--- config.mk ---
export PLATFORM = sky130hd
export DESIGN_NAME = pipe_stage_reg_flat
export DESIGN_NICKNAME = d
export VERILOG_FILES = /design/src/rtl/pipe_stage_reg_if.sv /design/src/rtl/pipe_stage_reg.sv /design/src/flat_wrapper.sv
export SDC_FILE = /design/constraint.sdc
export NUM_CORES = 1
export LEC_CHECK = 0
export ABC_AREA = 1
export CORE_ASPECT_RATIO = 0.6
export CORE_MARGIN = 10
export CORE_UTILIZATION = 47
export DETAILED_ROUTE_END_ITERATION = 10
export PLACE_DENSITY = 0.78
export SLEW_MARGIN = 20
export SYNTH_ARGS = -nofsm -noshare
export SYNTH_HDL_FRONTEND = slang
export SYNTH_SLANG_ARGS = --single-unit
--- constraint.sdc ---
create_clock -name clk -period 1.8 [get_ports clk]
set_input_delay 0.54 -clock clk [delete_from_list [all_inputs] [get_ports clk]]
set_output_delay 0.54 -clock clk [all_outputs]
set_load 0.01 [all_outputs]
--- src/rtl/pipe_stage_reg_if.sv ---
// Handshake bundle between two pipeline stages: upstream valid/ready/data
// and downstream valid/ready/data as seen by one stage register.
interface pipe_stage_reg_if #(
    parameter int DATA_W = 144
);
    logic              in_valid;
    logic              in_ready;
    logic [DATA_W-1:0] in_data;
    logic              out_valid;
    logic              out_ready;
    logic [DATA_W-1:0] out_data;

    // Surrounding stages: drive the upstream bundle and the downstream ready.
    modport master (
        output in_valid,
        output in_data,
        output out_ready,
        input  in_ready,
        input  out_valid,
        input  out_data
    );

    // The stage register itself.
    modport slave (
        input  in_valid,
        input  in_data,
        input  out_ready,
        output in_ready,
        output out_valid,
        output out_data
    );
endinterface

--- src/rtl/pipe_stage_reg.sv ---
// Handshaked inter-stage pipeline register with an optional skid entry.
// SKID_EN=1: main + skid entries, in_ready comes from registered state only.
// SKID_EN=0: single entry, in_ready passes out_ready through combinationally.
// out_data is driven straight from the main register.
module pipe_stage_reg #(
    parameter int DATA_W   = 144,
    parameter bit SKID_EN  = 1'b1,
    parameter bit CLR_DATA = 1'b1
) (
    input  logic                 clk,
    input  logic                 rst,
    input  logic                 flush,
    pipe_stage_reg_if.slave      pipe,
    output logic [1:0]           occ
);

    typedef enum logic [1:0] {
        ST_EMPTY = 2'd0,
        ST_FULL  = 2'd1,
        ST_SKID  = 2'd2
    } state_t;

    state_t            r_state;
    logic              r_out_valid;
    logic              r_skid_free;
    logic [1:0]        r_occ;
    logic [DATA_W-1:0] r_main_data;
    logic [DATA_W-1:0] r_skid_data;

    logic              w_in_ready;
    logic              w_accept;
    logic              w_fire;

    // Ready to upstream: with a skid entry it depends only on held state, so a
    // downstream stall never reaches the upstream stage in the same cycle.
    assign w_in_ready = (SKID_EN ? r_skid_free : (~r_out_valid | pipe.out_ready)) & ~rst;
    assign w_accept   = pipe.in_valid & w_in_ready;
    assign w_fire     = r_out_valid & pipe.out_ready;

    // Entry state machine: main/skid occupancy, data movement, flush and drain.
    always_ff @(posedge clk) begin
        // NOTE: every register here is updated with <= so all of them sample
        // the pre-edge values; blocking assignments would leak new values
        // into later statements of the same edge.
        if (rst) begin
            // NOTE: data registers are reset too, so a bubble after reset
            // presents zeros downstream just like the fixed stage registers.
            r_state     <= ST_EMPTY;
            r_out_valid <= 1'b0;
            r_skid_free <= 1'b1;
            r_occ       <= 2'd0;
            r_main_data <= '0;
            r_skid_data <= '0;
        end else if (flush) begin
            // Kill everything held; a simultaneous accept is dropped.
            r_state     <= ST_EMPTY;
            r_out_valid <= 1'b0;
            r_skid_free <= 1'b1;
            r_occ       <= 2'd0;
            if (CLR_DATA) begin
                r_main_data <= '0;
                r_skid_data <= '0;
            end
        end else begin
            case (r_state)
                ST_EMPTY: begin
                    if (w_accept) begin
                        r_state     <= ST_FULL;
                        r_out_valid <= 1'b1;
                        r_occ       <= 2'd1;
                        r_main_data <= pipe.in_data;
                    end
                end
                ST_FULL: begin
                    if (w_accept && w_fire) begin
                        r_main_data <= pipe.in_data;
                    end else if (w_accept && SKID_EN) begin
                        // Downstream stalled: park the new bundle behind main.
                        r_state     <= ST_SKID;
                        r_skid_free <= 1'b0;
                        r_occ       <= 2'd2;
                        r_skid_data <= pipe.in_data;
                    end else if (w_fire) begin
                        r_state     <= ST_EMPTY;
                        r_out_valid <= 1'b0;
                        r_occ       <= 2'd0;
                        if (CLR_DATA) begin
                            r_main_data <= '0;
                        end
                    end
                end
                ST_SKID: begin
                    // No accept is possible here: in_ready is low.
                    if (w_fire) begin
                        r_state     <= ST_FULL;
                        r_skid_free <= 1'b1;
                        r_occ       <= 2'd1;
                        r_main_data <= r_skid_data;
                        if (CLR_DATA) begin
                            r_skid_data <= '0;
                        end
                    end
                end
                default: begin
                    r_state     <= ST_EMPTY;
                    r_out_valid <= 1'b0;
                    r_skid_free <= 1'b1;
                    r_occ       <= 2'd0;
                end
            endcase
        end
    end

    assign pipe.in_ready  = w_in_ready;
    assign pipe.out_valid = r_out_valid;
    assign pipe.out_data  = r_main_data;
    assign occ            = r_occ;

endmodule
--- src/flat_wrapper.sv ---
// flat-port wrapper written by rule: the top's interface ports become plain ports
module pipe_stage_reg_flat 
#(
    parameter int DATA_W   = 144,
    parameter bit SKID_EN  = 1'b1,
    parameter bit CLR_DATA = 1'b1
)
  (clk, rst, flush, occ, pipe_in_valid, pipe_in_data, pipe_out_ready, pipe_in_ready, pipe_out_valid, pipe_out_data);
  pipe_stage_reg_if #(.DATA_W(DATA_W)) pipe_i ();
  input  logic clk;
  input  logic rst;
  input  logic flush;
  output logic [1:0] occ;
  input wire logic [$bits(pipe_i.in_valid)-1:0] pipe_in_valid;
  input wire logic [$bits(pipe_i.in_data)-1:0] pipe_in_data;
  input wire logic [$bits(pipe_i.out_ready)-1:0] pipe_out_ready;
  output wire logic [$bits(pipe_i.in_ready)-1:0] pipe_in_ready;
  output wire logic [$bits(pipe_i.out_valid)-1:0] pipe_out_valid;
  output wire logic [$bits(pipe_i.out_data)-1:0] pipe_out_data;
  assign pipe_i.in_valid = pipe_in_valid;
  assign pipe_i.in_data = pipe_in_data;
  assign pipe_i.out_ready = pipe_out_ready;
  assign pipe_in_ready = pipe_i.in_ready;
  assign pipe_out_valid = pipe_i.out_valid;
  assign pipe_out_data = pipe_i.out_data;
  pipe_stage_reg #(.DATA_W(DATA_W), .SKID_EN(SKID_EN), .CLR_DATA(CLR_DATA)) u_core (.clk(clk), .rst(rst), .flush(flush), .pipe(pipe_i), .occ(occ));
endmodule
==> results of run 1 <==
==> sequential cells by signal, indices dropped and copies added (netlist names) <==
name                   count
u_core.r_state             2
u_core.r_skid_free         1
u_core.pipe.out_valid      1
u_core.r_skid_data       144
u_core.pipe.out_data     144
==> worst max path at each step <==
stage,slack (ns),startpoint,end,depth (start not counted)
finish,0.04,u_core.pipe.out_valid,pipe_out_valid,1
floorplan,0.003,u_core.r_state[0],u_core.pipe.out_data[53],10
global route,-0.007,u_core.r_state[0],u_core.pipe.out_data[72],11
global placement,-0.50,pipe_out_ready,u_core.pipe.out_data[93],10
detailed placement,-0.50,pipe_out_ready,u_core.pipe.out_data[93],10
CTS,-0.0006,u_core.r_skid_free,pipe_in_ready,3
==> per-stage QoR <==
step	instances	area (µm²)	hold WS [ns]	setup TNS [ns]
6_report	2997	19300	0.488	0
5_1_grt	2997	19300	0.518	-0.0219
4_1_cts	2984	19000	0.503	-0.000650
3_5_place_dp	2922	18000	0.501	-123.48
3_3_place_gp	2922	18000	0.499	-115.49
2_1_floorplan	2307	14000	0.483	0
==> cells by family (layout without fill, tap and decap cells) <==
logic type / count (synthesis) / in the layout / synth area share
AOI/OAI and AO/OA: 217 / 217 / 0.0779
adders and majority gates: 5 / 5 / 0.00446
buffers and inverters: 453 / 741 / 0.126
DFF: 292 / 292 / 0.417
other: 0 / 2 / 0
and+or+nand+nor: 1340 / 1340 / 0.375
==> report_power, final <==
part	switching (mW)	internal [mW]	total [mW]
sequential	0.110	6.71	6.82
combinational	1.52	1.20	2.72
clock	2.64	3.56	6.21
==> area by class of cell <==
type | instances | area (µm²)
inverter | 298 | 1120
fill | 2535 | 9740
multi-input combinational | 1562 | 6570
sequential | 292 | 5850
tap | 400 | 500
timing repair buffer | 391 | 4310
clock inverter | 11 | 110
clock buffer | 41 | 851
antenna | 2 | 5.00
==> cells in the final DEF (no fill, tap or decap), types with 3 or more instances in the layout <==
cell,n
clkbuf_16,36
buf_4,38
a21oi_2,6
nand4_1,78
buf_12,34
nand3_1,5
clkbuf_1,4
nand3_4,3
nor2_2,3
buf_6,3
bufbuf_16,3
buf_2,3
nand2_1,807
clkinv_2,7
ha_4,3
dlygate4sd2_1,133
clkdlybuf4s15_1,12
inv_1,293
clkdlybuf4s50_1,147
buf_16,9
dfxtp_1,289
clkbuf_8,8
nor2_1,435
a21oi_1,208
inv_2,4
==> per-layer routing <==
layer,global-route usage,vias to the layer above,wire [µm]
met5,0,-,12
met4,0.0658,2,1170
met3,0.0533,78,4080
met2,0.405,598,22600
met1,0.291,6927,20300
li1,-,7466,-
==> what timing repair did <==
item,4_1_cts,5_1_grt
pin swaps,2,5
hold buffers,0,0
resized for setup,176,41
setup endpoints to repair,353,279
buffers inserted,5,4
gates cloned,5,7
==> summary.md, run 1 <==
| Metric | Value |
|---|---|
| Status | finished clean |
| Initial core utilization | 0.482 |
| Top post-synthesis cells by count | nand2_1, nor2_1, inv_1 |
| RePlAce Congestion | 0.797 |
| Hold Path Class | flip-flop to flip-flop |
| Worst Hold Path EP | u_core.r_skid_free |
| Core ar. | 29100 µm² |
| Vias/cell | 5.03 |
| First-pass GRT wire length | 73.7 mm |
| Syn Std Cell Area | 14000 µm² |
| Post-route ant nets | 0 |
| CP max FO | 3 |
| Cell taking the most area after synthesis | dfxtp_1 |
| Total gr overflow | 0 |
| Input/output buffers | 296 |
| Reg-to-reg slack, setup | 0.09 ns |
| Minimum clock period | 1.76 ns |
| Largest net degree at the start of global routing | 75 |
| Hold Path Depth | 2 |
| Critical Path RT | 1.26 ns |
| Hold Violations, Final | 0 |
| WS Path Type | flip-flop to primary output |
| R2r endpoint | u_core.pipe.out_data[93] |
| Hold Startpoint | u_core.r_skid_free |
| Top post-synthesis cells by area | dfxtp_1, nand2_1, nor2_1, inv_1, a21oi_1 |
| Sequential area share after synthesis | 0.417 |
| HPWL Detailed | 29.8 mm |
| Critical Path AT | 1.22 ns |
| Pwr/cell area | 815 nW/µm² |
| Peak supply drop | 0.683 mV |
| Worst Skew | 0.0154 ns |
| Layout Utilization | 0.665 |
| Worst Path Buf+Inv | 1 |
| EDFF count, synth | 0 |
| Cell count of the worst reg-to-reg path | 10 |
| Final Max Slew Viols | 0 |
| H-tree depth reported by CTS | 1 |
| Crit-path max cell delay | 0.36 ns |
| Lkg Pwr | 9.90 nW |
| Vias | 15071 |
| Slew @ Worst Pin | 0.328 ns |
| Most used DFF post-synth | dfxtp_1 |
| Clk_lat worst skew | 0.56 ns |
| Gate Count Post-Synth | 2307 |
| Die height | 154 µm |
| Final Cycle Share | 0.980 |
| Distinct cell type count after synthesis | 18 |
| Final Worst Setup Slack | 0.0362 ns |
| Sink Count | 292 |
| Drt pass-1 iters | 5 |
| CTS tree | yes |
| Worst r2r src | u_core.r_state[0] |
| CP startpoint kind | flip-flop |
| GRT Total Usage | 0.236 |
| Setup crit end kind | primary output |
| Num CTS Buffers | 29 |
| Syn nets | 2461 |
| Tot Pwr | 15.7 mW |
| Initial antenna violation count | 3 |
| Largest delay share family, worst path | flip-flops |
| Rel. slew slack | 0.781 |
| CTS max path bufs | 3 |
| Die area | 37400 µm² |
| CTS root buffer | clkbuf_16 |
| RSZ-0062 raised after global routing | true |
| Starting DRC count in detailed routing | 1073 |
| Avg Cell Area, Syn | 6.08 µm² |
| Maximum Capacitance Violations | 0 |
| CP max-delay cell | dfxtp_1 |
| Seq cells post-synth | 292 |
| Num rows | 48 |
| Crit-path cells | clkdlybuf4s15_1 |
| Top-count cell post-synth | nand2_1 |
| Post-place setup slack | -0.502 ns |
| Final setup vio count | 0 |
| Wire length per cell | 16.1 µm |
| Die Wd | 243 µm |
| Final-stage net count | 2728 |
| Clock transition at the registers of the reported paths | 0.06 ns |
| Layout cell share with drive strength beyond 1 | 0.0690 |
| Yosys top cell area share | 0.417 |
| Final WL | 48.2 mm |
| P&R area growth vs syn | 37.8% |
| I/O Pins | 297 |
| DRC viols | 0 |
| Ys async rst share | 0 |
| Maximum clock rate | 0.567 GHz |
| Via count of the first global-routing pass | 14316 |
| Synth warn | 0 |
(Power assumes the default switching activity.)
==> inputs of run 2 (changes only) <==
--- a/config.mk
+++ b/config.mk
@@ -9,6 +9,7 @@
 export CORE_ASPECT_RATIO = 0.6
 export CORE_MARGIN = 10
 export CORE_UTILIZATION = 47
+export CTS_CLUSTER_SIZE = 40
 export DETAILED_ROUTE_END_ITERATION = 10
 export PLACE_DENSITY = 0.78
 export SLEW_MARGIN = 20
==> results of run 2 <==
Same layout as run 1: the final DEF is identical, and so are final timing and power.
==> inputs of run 3 (changes only) <==
--- a/config.mk
+++ b/config.mk
@@ -5,13 +5,14 @@
 export SDC_FILE = /design/constraint.sdc
 export NUM_CORES = 1
 export LEC_CHECK = 0
-export ABC_AREA = 1
+export CELL_PAD_IN_SITES_DETAIL_PLACEMENT = 0
+export CELL_PAD_IN_SITES_GLOBAL_PLACEMENT = 1
 export CORE_ASPECT_RATIO = 0.6
 export CORE_MARGIN = 10
-export CORE_UTILIZATION = 47
+export CORE_UTILIZATION = 33
 export CTS_CLUSTER_SIZE = 40
 export DETAILED_ROUTE_END_ITERATION = 10
-export PLACE_DENSITY = 0.78
+export PLACE_DENSITY_LB_ADDON = 0.1
 export SLEW_MARGIN = 20
 export SYNTH_ARGS = -nofsm -noshare
 export SYNTH_HDL_FRONTEND = slang
==> run 3 against run 2 <==
Compared with the run above:
- the run now ends with negative setup slack left
- largest power group unchanged
- core utilization shrank 11 points
- maximum frequency shrank 14%
- critical endpoint is now u_core.r_skid_data[80]
- setup slack lost 0.28 ns
- clock skew grew 0.0073 ns
==> summary.md, run 3 <==
| Metric | Value |
|---|---|
| Cell taking the most area after synthesis | dfxtp_1 |
| Final Worst Setup Slack | -0.242 ns (-0.278 ns) |
| Peak supply drop | 0.753 mV (+10%) |
| Placed inst area | 16100 µm² (-10%) |
| EDFF count, synth | 0 (unchanged) |
| GRT Total Usage | 0.196 (-0.0400) |
| Hold Path Class | flip-flop to flip-flop |
| Die Wd | 264 µm (+8.6%) |
| Layout Utilization | 0.557 (-0.108) |
| RePlAce Congestion | 0.765 (-3.9%) |
| Seq cells post-synth | 292 (unchanged) |
| Die height | 166 µm (+8.2%) |
| Slew @ Worst Pin | 0.559 ns (+0.231 ns) |
| Synth Area in Compound Gates | 0.270 (+0.193) |
| Distinct cell type count after synthesis | 36 (+18) |
| Multiplexer share of the synthesized area | 0 (unchanged) |
| Critical Path AT | 2.52 ns (+1.30 ns) |
| Initial antenna violation count | 5 (+2) |
| Area occupied by multi-input gates | 6590 µm² (+0.29%) |
| Input/output buffers | 296 (unchanged) |
| Drt pass-1 iters | 5 (unchanged) |
| Sink Count | 292 (unchanged) |
| Gate Count Post-Synth | 1343 (-42%) |
| Post-route cell area | 19600 µm² (+1.3%) |
| Setup TNS | -48.20 ns (-48.20 ns) |
| Syn Std Cell Area | 11800 µm² (-16%) |
| Maximum clock rate | 0.490 GHz (-14%) |
| Main combinational cell family by area after synthesis | compound AO/OA/AOI/OAI gates |
| Commonest cells after routing, fill and taps aside | dfxtp_1, clkdlybuf4s50_1, nand2_1 |
| Layout cell share with drive strength beyond 1 | 0.295 (+0.226) |
| Largest net degree at the start of global routing | 95 (+27%) |
| Final WL | 49.9 mm (+3.7%) |
| Num rows | 53 (+10%) |
| Final Cycle Share | 1.13 (+0.155) |
| Hold Violations, Final | 0 (unchanged) |
| CTS root buffer | clkbuf_16 |
| Placed insts | 2057 (-30%) |
| Minimum clock period | 2.04 ns (+0.278 ns) |
| WS Path Type | flip-flop to flip-flop |
| Routed wl met3 | 2.79 mm (-32%) |
| Max layer used | met5 |
| Worst r2r src | u_core.r_state[1] |
| Sequential area share after synthesis | 0.496 (+0.0791) |
| Metal-1 WL | 23.4 mm (+15%) |
| Top post-synthesis cells by count | dfxtp_1, o21ai_0, nand2_1 |
| Num CTS Buffers | 30 (+3.4%) |
| Clock transition at the registers of the reported paths | 0.06 ns (about the same) |
| H-tree depth reported by CTS | 1 (unchanged) |
| DRC viols | 0 (unchanged) |
| Commonest non-fill, non-tap cell in the layout | dfxtp_1 |
| Core ar. | 35100 µm² (+21%) |
| Post-route ant nets | 0 (unchanged) |
| CTS max path bufs | 3 (unchanged) |
| Initial core utilization | 0.335 (-0.147) |
| Synth warn | 0 (unchanged) |
| Vias | 11925 (-21%) |
| HPWL Detailed | 28.7 mm (-3.8%) |
| CP max FO | 7 (+4) |
| Wire length per cell | 23.0 µm (+43%) |
| Xor/xnor share of the synthesized area | 0 (unchanged) |
| Violated checks | negative setup slack |
| Top-count cell post-synth | dfxtp_1 |
| RSZ-0062 raised after global routing | true |
| Hold Startpoint | u_core.r_skid_data[115] |
| Setup crit end kind | flip-flop |
| Rel. slew slack | 0.627 (-0.154) |
| CTS tree | yes |
| Avg Cell Area, Syn | 8.78 µm² (+44%) |
| Pwr/cell area | 807 nW/µm² (-0.90%) |
| Status | complete, but fails checks |
| Yosys top cell area share | 0.496 (+0.0791) |
| Lkg Pwr | 7.57 nW (-24%) |
| Final setup vio count | 304 (+304) |
| Syn nets | 1497 (-39%) |
| Area share of fa/ha/maj cells after synthesis | 0.00531 (+0.000847) |
| Most used DFF post-synth | dfxtp_1 |
| Critical path origin | u_core.r_state[1] |
| Final-stage net count | 1842 (-32%) |
| Clk_lat worst skew | 0.57 ns (about the same) |
| Maximum Capacitance Violations | 0 (unchanged) |
| Final Max Slew Viols | 0 (unchanged) |
| I/O Pins | 297 (unchanged) |
| Fill cells | 3131 (+24%) |
| Tot Pwr | 15.8 mW (+0.37%) |
| Register area | 5850 µm² (about the same) |
| Reg-to-reg slack, setup | -0.24 ns (-0.33 ns) |
| Top post-synthesis cells by area | dfxtp_1, a221oi_2, o21ai_0, a221oi_1, nand3_1 |
| Starting DRC count in detailed routing | 893 (-17%) |
| Critical Path RT | 2.28 ns (+1.02 ns) |
| Cell Count, Final, Fillers Out | 2175 (-27%) |
| Worst Skew | 0.0228 ns (+0.00732 ns) |
| Vias/cell | 5.48 (+9.0%) |
| Synth Area in Simple Gates | 0.164 (-0.211) |
| Die area | 43900 µm² (+18%) |
| Via count of the first global-routing pass | 11301 (-21%) |
| First-pass GRT wire length | 69.8 mm (-5.4%) |
| Ys async rst share | 0 (unchanged) |
| CP startpoint kind | flip-flop |
| Total gr overflow | 0 (unchanged) |
| Detail Route met2 WL | 22.9 mm (+1.4%) |
| CTS Hold Bufs | 0 (unchanged) |
| P&R area growth vs syn | 66.1% |
-- run 3: per-layer routing --
layer | track usage | up-vias
met5 | 0 | -
met4 | 0.0391 | 6
met3 | 0.0431 | 54
met2 | 0.310 | 312
met1 | 0.268 | 5948
li1 | - | 5605
-- run 3: worst max-delay path, cell delays in order, from the launching register on --
cell       delay [ns]
dfxtp_4          0.36
inv_2            0.07
ha_4             0.13
buf_6            0.10
inv_2            0.03
or4_4            0.60
buf_12           0.19
buf_16           0.16
clkbuf_16        0.18
o21ai_1          0.13
-- run 3: final timing paths --
path / to / cells past startpoint
min reg2reg: u_core.r_skid_data[115] / 2
max reg2reg: u_core.r_skid_data[80] / 9
min: u_core.r_skid_data[115] / 2
max: u_core.r_skid_data[80] / 9
-- run 3: cell type report --
cell class	instances	area share
Multi-Input combinational cell	905	0.337
Sequential cell	292	0.299
Timing Repair Buffer	456	0.286
Clock buffer	47	0.0453
Tap cell	467	0.0298
Clock inverter	3	0.00217
Inverter	3	0.000703
Antenna cell	2	0.000256
-- run 3: report_power, final --
part           switching (mW)  leakage (nW)  total [mW]  internal (mW)
Combinational            1.46          4.75        2.94           1.47
Sequential              0.116          2.37        6.76           6.65
Clock                    2.62         0.449        6.10           3.48
Total                    4.20          7.57        15.8           11.6
-- run 3: cells by family (layout without fill, tap and decap cells) --
| group | count (synthesis) | in the layout |
|---|---|---|
| other cells | 0 | 2 |
| compound gates | 443 | 443 |
| simple gates | 457 | 457 |
| fa+ha+maj | 5 | 5 |
| flops | 292 | 292 |
| buf+inv | 146 | 509 |
-- run 3: what timing repair did --
item | in CTS | in global routing
resized for setup | 219 | 326
buffers inserted | 15 | 9
pin swaps | 12 | 86
gates cloned | 13 | 35
setup endpoints to repair | 437 | 323
-- run 3: per-stage QoR --
stage	hold slack, ns	worst slack, ns
3_3_place_gp	0.443	-0.800
3_5_place_dp	0.450	-0.815
6_report	0.460	-0.242
5_1_grt	0.483	-0.308
4_1_cts	0.458	-0.256
2_1_floorplan	0.436	-0.197
